### config.mk
export PLATFORM = sky130hd
export DESIGN_NAME = button_event
export DESIGN_NICKNAME = d
export VERILOG_FILES = /design/src/rtl/button_event.sv
export SDC_FILE = /design/constraint.sdc
export NUM_CORES = 1
export LEC_CHECK = 0
export ABC_CLOCK_PERIOD_IN_PS = 3650
export CAP_MARGIN = 20
export CORE_MARGIN = 1.5
export CORE_UTILIZATION = 55
export DETAILED_ROUTE_END_ITERATION = 7
export GPL_TIMING_DRIVEN = 0
export PLACE_DENSITY = 0.88
export SYNTH_ARGS = -nofsm -noshare
export SYNTH_HDL_FRONTEND = slang
export SYNTH_SLANG_ARGS = --single-unit
### constraint.sdc
create_clock -name clk -period 3.65 [get_ports clk]
set_clock_uncertainty 0.2 [all_clocks]
set_input_delay 0.73 -clock clk [delete_from_list [all_inputs] [get_ports clk]]
set_output_delay 0.73 -clock clk [all_outputs]
set_load 0.005 [all_outputs]
### src/rtl/button_event.sv
// Press/release event classifier for a debounced button level: one-cycle press,
// release, short/long press pulses, plus auto-repeat when BUTTON_EVENT_REPEAT_EN is defined.
module button_event #(
   parameter int unsigned          CNT_W        = 8,
   parameter logic [CNT_W-1:0]     LONG_TICKS   = 8'd20,
   parameter logic [CNT_W-1:0]     REPEAT_TICKS = 8'd5
) (
   input  logic clk,
   input  logic rst_n,
   input  logic in,
   output logic press_pulse,
   output logic release_pulse,
   output logic short_press,
   output logic long_press,
   output logic repeat_pulse,
   output logic held
);

   typedef enum logic [1:0] {
      IDLE  = 2'b00,
      PRESS = 2'b01,
      LONG  = 2'b10
   } state_e;

   // Terminal counts; counters clear on a hit so they never wrap.
   localparam logic [CNT_W-1:0] LONG_LAST = LONG_TICKS - CNT_W'(1);

   state_e           state_q, state_d;
   logic [CNT_W-1:0] hold_q, hold_d;
   logic             press_d, release_d, short_d, long_d, held_d;

`ifdef BUTTON_EVENT_REPEAT_EN
   localparam logic [CNT_W-1:0] REP_LAST = REPEAT_TICKS - CNT_W'(1);

   logic [CNT_W-1:0] rep_q, rep_d;
   logic             repeat_d;
`else
   wire unused_repeat_ticks = ^REPEAT_TICKS;
`endif

   always_comb begin
      // NOTE: every signal gets a default before the case so no latch is inferred.
      state_d   = state_q;
      hold_d    = hold_q;
      press_d   = 1'b0;
      release_d = 1'b0;
      short_d   = 1'b0;
      long_d    = 1'b0;
`ifdef BUTTON_EVENT_REPEAT_EN
      rep_d     = rep_q;
      repeat_d  = 1'b0;
`endif

      case (state_q)
         IDLE: begin
            if (in) begin
               state_d = PRESS;
               hold_d  = '0;
               press_d = 1'b1;
            end
         end

         PRESS: begin
            // Release is checked first so it wins over the long threshold.
            if (!in) begin
               state_d   = IDLE;
               release_d = 1'b1;
               short_d   = 1'b1;
            end else if (hold_q == LONG_LAST) begin
               state_d = LONG;
               long_d  = 1'b1;
`ifdef BUTTON_EVENT_REPEAT_EN
               rep_d   = '0;
`endif
            end else begin
               hold_d = hold_q + CNT_W'(1);
            end
         end

         LONG: begin
            if (!in) begin
               state_d   = IDLE;
               release_d = 1'b1;
            end
`ifdef BUTTON_EVENT_REPEAT_EN
            else if (rep_q == REP_LAST) begin
               repeat_d = 1'b1;
               rep_d    = '0;
            end else begin
               rep_d = rep_q + CNT_W'(1);
            end
`endif
         end

         default: begin
            state_d = IDLE;
            hold_d  = '0;
`ifdef BUTTON_EVENT_REPEAT_EN
            rep_d   = '0;
`endif
         end
      endcase

      held_d = (state_d != IDLE);
   end

   // NOTE: sequential state uses non-blocking assignments so all registers update together.
   always_ff @(posedge clk or negedge rst_n) begin
      if (!rst_n) begin
         state_q       <= IDLE;
         hold_q        <= '0;
         press_pulse   <= 1'b0;
         release_pulse <= 1'b0;
         short_press   <= 1'b0;
         long_press    <= 1'b0;
         held          <= 1'b0;
      end else begin
         state_q       <= state_d;
         hold_q        <= hold_d;
         press_pulse   <= press_d;
         release_pulse <= release_d;
         short_press   <= short_d;
         long_press    <= long_d;
         held          <= held_d;
      end
   end

`ifdef BUTTON_EVENT_REPEAT_EN
   always_ff @(posedge clk or negedge rst_n) begin
      if (!rst_n) begin
         rep_q        <= '0;
         repeat_pulse <= 1'b0;
      end else begin
         rep_q        <= rep_d;
         repeat_pulse <= repeat_d;
      end
   end
`else
   assign repeat_pulse = 1'b0;
`endif

endmodule

* Word level (Yosys, flattened, before mapping)
Cells that the tools add are included.
Storage, ports and cells: register bits after elaboration 15, output and inout bits 6, word-level logic and storage cells 36
Operators by class: add/sub/neg operators 1, equality and inequality tests 6, multiplexer cells 17, bitwise operators 1, reductions and logical operators 4
Operators by type and width (count):
- 8-bit two-way mux | 3
- 8-bit case mux with 3 select lines | 1
- 8-bit by 1-bit adder with 8-bit output, second input constant | 1
- 8-bit by 5-bit equality test with 1-bit output, second input constant | 1
- 1-bit two-way mux | 8
- 2-bit two-way mux | 4
- 2-bit != test, second input constant | 3
- 2-bit case mux with 3 select lines | 1
- 4-bit AND reduction | 1
- 2-bit by 1-bit equality test with 1-bit output, second input constant | 1
- 2-bit equality test, second input constant | 1
- 2-bit zero test | 1
- 2-bit nonzero test | 1
- 2-bit OR reduction | 1
- 1-bit NOT | 1

* Depth between registers and ports, before layout
depth in word-level cells 5, mapped depth 6

* Worst setup path after synthesis
OpenSTA, ideal clock, no wires.
path type input -> register, start point input port in, end point register hold_q[5], setup time 0.145 ns, arrival 1.579 ns, path slack 1.726 ns, cell stages on the path 5, cell sequence clkbuf_2 -> o21ba_2 -> nor4_1 -> xnor2_1 -> nor2_1
Between the ends: word-level cells in the longest chain between the ends 2, elaborated cells on any way between the ends 3
Ends and longest elaborated chain:
- from (decl) | line 10 | input logic in,
- 2-bit != test (no source line)
- 4-bit AND reduction (no source line) (*)
- to (signal assigned) | line 119 | hold_q <= hold_d;
- to (decl) | line 29 | logic [CNT_W-1:0] hold_q, hold_d;
Mark *: on every way between the ends. The rest lies on a longest branch, timed or not. A chain may end at the register's enable or synchronous reset.

* Final worst setup path
start point register state_q[0], end point register hold_q[6]
Between the ends: word-level cells in the longest chain between the ends 3, elaborated cells on any way between the ends 9
Ends and longest elaborated chain:
- from (decl) | line 28 | state_e state_q, state_d;
- from (signal assigned) | line 118 | state_q <= state_d;
- 2-bit by 1-bit equality test with 1-bit output, or another cell as far along | line 54 | case (state_q)
- 2-bit != test (no source line) / 1-bit NOT (equally long branches)
- 4-bit AND reduction (no source line)
Parallel ways exist; a longest one is shown, timed or not.

==> results.md <==
Routing:
- Dividing the detail-routed via count by the number of cells gives just under 6.
- After detailed routing, the average wire length per cell comes to 13.6 microns.
- In this run the remaining antenna-violating nets after routing total 0.
- The via count is a little over 600.
- The number of search-and-repair iterations in the first detailed-routing pass is 4.
- The iteration-0 DRC count of the detailed router is 13.
- The overall routed net length is approximately 1400 microns.
- For this run, design rule violations remaining after detail routing come to 0.

Setup path:
- The worst setup path is launched from a register.
- The end of the worst register-to-register path is hold_q[6]$_DFFE_PN0P_.
- STA puts the critical path data arrival time at approximately 2100 ps.
- The slowest library cell on the worst path is a21boi_0.
- Grouping stages by cell kind, the critical path spends the most delay in compound AO/OA/AOI/OAI gates.
- In this run the register-to-register setup slack is approximately 1500 ps.
- The endpoint kind of the worst setup timing path is a register.
- Counting cells, the worst reg-to-reg path comes to 5.
- In this design, the stage delay of the slowest critical-path cell is roughly 640 ps.
- Along the worst path, the maximum fanout reaches 6.
- Among the stages of the critical path, the cell type that occurs most often is nor2_1.
- The launch point of the worst reg-to-reg path is state_q[0]$_DFF_PN0_.
- The required time at the worst-slack endpoint is around 3600 ps.
- The critical path goes through inv_1, ha_1, nor2_1, a21boi_0, nor2_1.
- Together, buffers and inverters on the worst path number 1.
- The worst setup path is of the reg -> reg kind.
- Counting buffers and inverters, the worst setup path is 5 cells deep.

Floorplanning:
- The initialized floorplan defines 13 standard-cell rows.
- The number of I/O pins is 9.
- The die covers roughly 1700 sq um.
- The floorplan step set the die height to between 40 and 50 microns.
- The area inside the core boundary is about 1400 sq um.
- The effective utilization at floorplan is 60.8%.
- The die boundary width is roughly 42 microns.

Clock tree:
- The hold buffer count at CTS is 0.
- The clock latency at the later pin of the worst-skew pair is roughly 280 ps.
- The number of clock sinks is 15.
- The level count of the clock H-tree is 1.
- TritonCTS built the clock tree.
- The number of setup buffers added after CTS is 0.
- Clock-pin slew was measured on the worst setup and hold paths at about 90 ps.
- The root buffer selected by CTS is clkbuf_4.
- The number of buffers between clock root and the deepest sink is 2.
- Gates resized during post-CTS repair numbered 0.
- TritonCTS created 3 clock buffers.

Timing:
- In the post-route analysis, the smallest setup slack over all paths is about 1500 ps.
- Dividing the final minimum period by the clock period gives between 50 and 60%.
- The worst pin sits at a relative slew slack of 48.5%.
- The worst path needs 2120 ps of the cycle, external delays included.
- Setup repair after global routing left no endpoint under its margin.
- The maximum frequency from static timing analysis is ~470 MHz.
- The final count of negative-setup-slack endpoints is 0.
- The final-report hold violation count is 0.
- The final-report max-slew violation count was 0.
- The sum of negative setup slack is 0 ps.
- For the pin with the worst max-slew slack, the measured transition is 766 ps.

Global routing:
- The global routing usage on met3 is about 3.5%.
- The number of antenna violations at the first check in global routing is 0.
- The layer flagged by global routing as most heavily used is met2.
- The all-layer global routing usage is a little under a fifth.
- In the global route stage, met2 resource usage came out at between 30% and 40%.
- The met1 track demand over resource in global routing is between 20% and 30%.
- Summed over all layers, the global routing overflow is 0.
- The number of global-route vias before repair is between 500 and 600.
- Entering global routing, the biggest net connects 16 pins.
- The first global-routing pass estimated approximately 2500 microns of wire.

Logic synthesis:
- The top-area cell type share of the netlist area is a little under half.
- The number of different library cells used by synthesis comes to 31.
- The Yosys step of the flow raised 0 warnings.
- In the synthesized netlist, the cells that appear most often are dfrtp_1, nor2_1, inv_1.
- For this run, the leading register cell type out of synthesis is dfrtp_1.
- In this run, synthesis inferred 0 flip-flops with an integrated enable.
- The synthesized instance count is 81.
- The library cell with the highest instance count after synthesis is dfrtp_1.
- The synthesized area per cell is between 10 and 15 sq um.
- The post-synthesis instance area is between 800 and 900 sq um.
- By area the synthesized netlist is led by dfrtp_1, ha_1, xnor2_1.
- Synthesis produced a netlist with a net count of 89.
- Counting flops and latches in the post-synthesis netlist gives 15.
- Sequential elements use a little under half of the synthesized area.
- For this run, asynchronously set or reset flops after synthesis account for 100%.
- Of all cell types, the one taking the most synthesized area is dfrtp_1.

Place:
- The number of buffers added on ports is 6.
- Summed over all nets, the half-perimeter wirelength after detailed placement is 1080 microns.
- The final weighted congestion of routability-driven global placement is roughly 0.8.
- Before CTS, the worst setup slack after placement is between 1500 and 2000 ps.
- The placed cell count is about 100.

Cells and area:
- The number of standard cells in the final layout excluding fillers is between 100 and 150.
- Registers take between 300 and 400 sq um.
- After the last flow step, the layout net total stands at 100.
- Cells with a size suffix above 1 make up about 14% of the layout.
- The repair_antennas step left the layout with diodes totalling 0.
- Cells fill between 60% and 70% of the core in the end.
- The area used by multi-input combinational logic is 403 sq um.
- The fill cell total of the finished layout is between 90 and 100.
- The synthesis-to-layout area growth is 13.0%.

Pwr:
- Total power for the finished layout comes to between 0.5 and 0.6 mW.
- Dividing total power by cell area gives a power density of 562 nW/um^2.
- The analysis attributes to cell leakage a power of slightly above 0.4 nW.
- The worst ir drop on vdd is around 290 uV.

Worst hold path:
- The worst hold path terminates at hold_q[1]$_DFFE_PN0P_.
- The worst hold path cell count is 1.
- The worst hold path belongs to the class reg -> reg.
- The worst hold path startpoint is hold_q[1]$_DFFE_PN0P_.

Status:
- The flow ran to the end, and the final reports show no timing, DRC or antenna violations.

Job:
- The tool flagged a number of max-cap violations equal to 0.
-- routing by layer --
metal	up-vias	routed length, microns
met5	-	0
met4	0	19
met3	2	71
met2	24	692
met1	284	658
li1	301	-
-- per-stage QoR --
step                      cell area [sq um]  hold WS (ps)
after floorplan                         821           234
after global placement                  900           313
after detailed placement                900           312
after CTS                               927           342
after global routing                    927           391
final                                   927           344
-- placed cells by master, fill, tap and decap left out, types with 2 or more instances in the layout --
cell             instances
nor4_1                   4
dfrtp_1                 15
ha_1                     5
xnor2_1                  5
a21oi_1                  3
clkbuf_4                 3
or3_1                    2
inv_1                    8
o21ai_1                  3
clkdlybuf4s50_1          6
nor3_1                   2
nand2_1                  3
nor2_1                  11
-- worst max-delay path by stage --
stage | start | endpoint | slack, ps
floorplan | in | hold_q[5]$_DFFE_PN0P_ | 1730
global placement | state_q[0]$_DFF_PN0_ | hold_q[6]$_DFFE_PN0P_ | 1600
detailed placement | state_q[0]$_DFF_PN0_ | hold_q[6]$_DFFE_PN0P_ | 1570
CTS | state_q[0]$_DFF_PN0_ | hold_q[6]$_DFFE_PN0P_ | 1540
global route | state_q[0]$_DFF_PN0_ | hold_q[6]$_DFFE_PN0P_ | 1340
finish | state_q[0]$_DFF_PN0_ | hold_q[6]$_DFFE_PN0P_ | 1540
-- flip-flops by register name, indices dropped and copies added (netlist names) --
register,flops
held,1
hold_q,8
long_press,1
press_pulse,1
release_pulse,1
short_press,1
state_q,2
-- final cells by class --
type | count | share of cell area [%]
flip-flops and latches | 15 | 40.5
well taps | 15 | 2.02
clock buffers | 3 | 2.43
inverters | 8 | 3.24
repair buffers | 6 | 6.48
plain buffers | 2 | 1.35
clock inverters | 1 | 0.540
multi-input cells | 56 | 43.5
-- logic make-up after synthesis --
kind of cell,share of synthesized area [%]
adders and majority gates,7.62
xor gates and xnor gates,5.34
other,0.457
and+or+nand+nor,19.8
DFF,45.7
buffers and inverters,5.18
AOI/OAI and AO/OA,14.5
muxes,1.37
-- power by group --
group	total, mW	internal (mW)	switching (mW)
registers	0.226	0.201	0.0248
clock network	0.0944	0.0407	0.0537
logic	0.201	0.0922	0.109
Note: power is estimated with default switching activity, not from simulation.
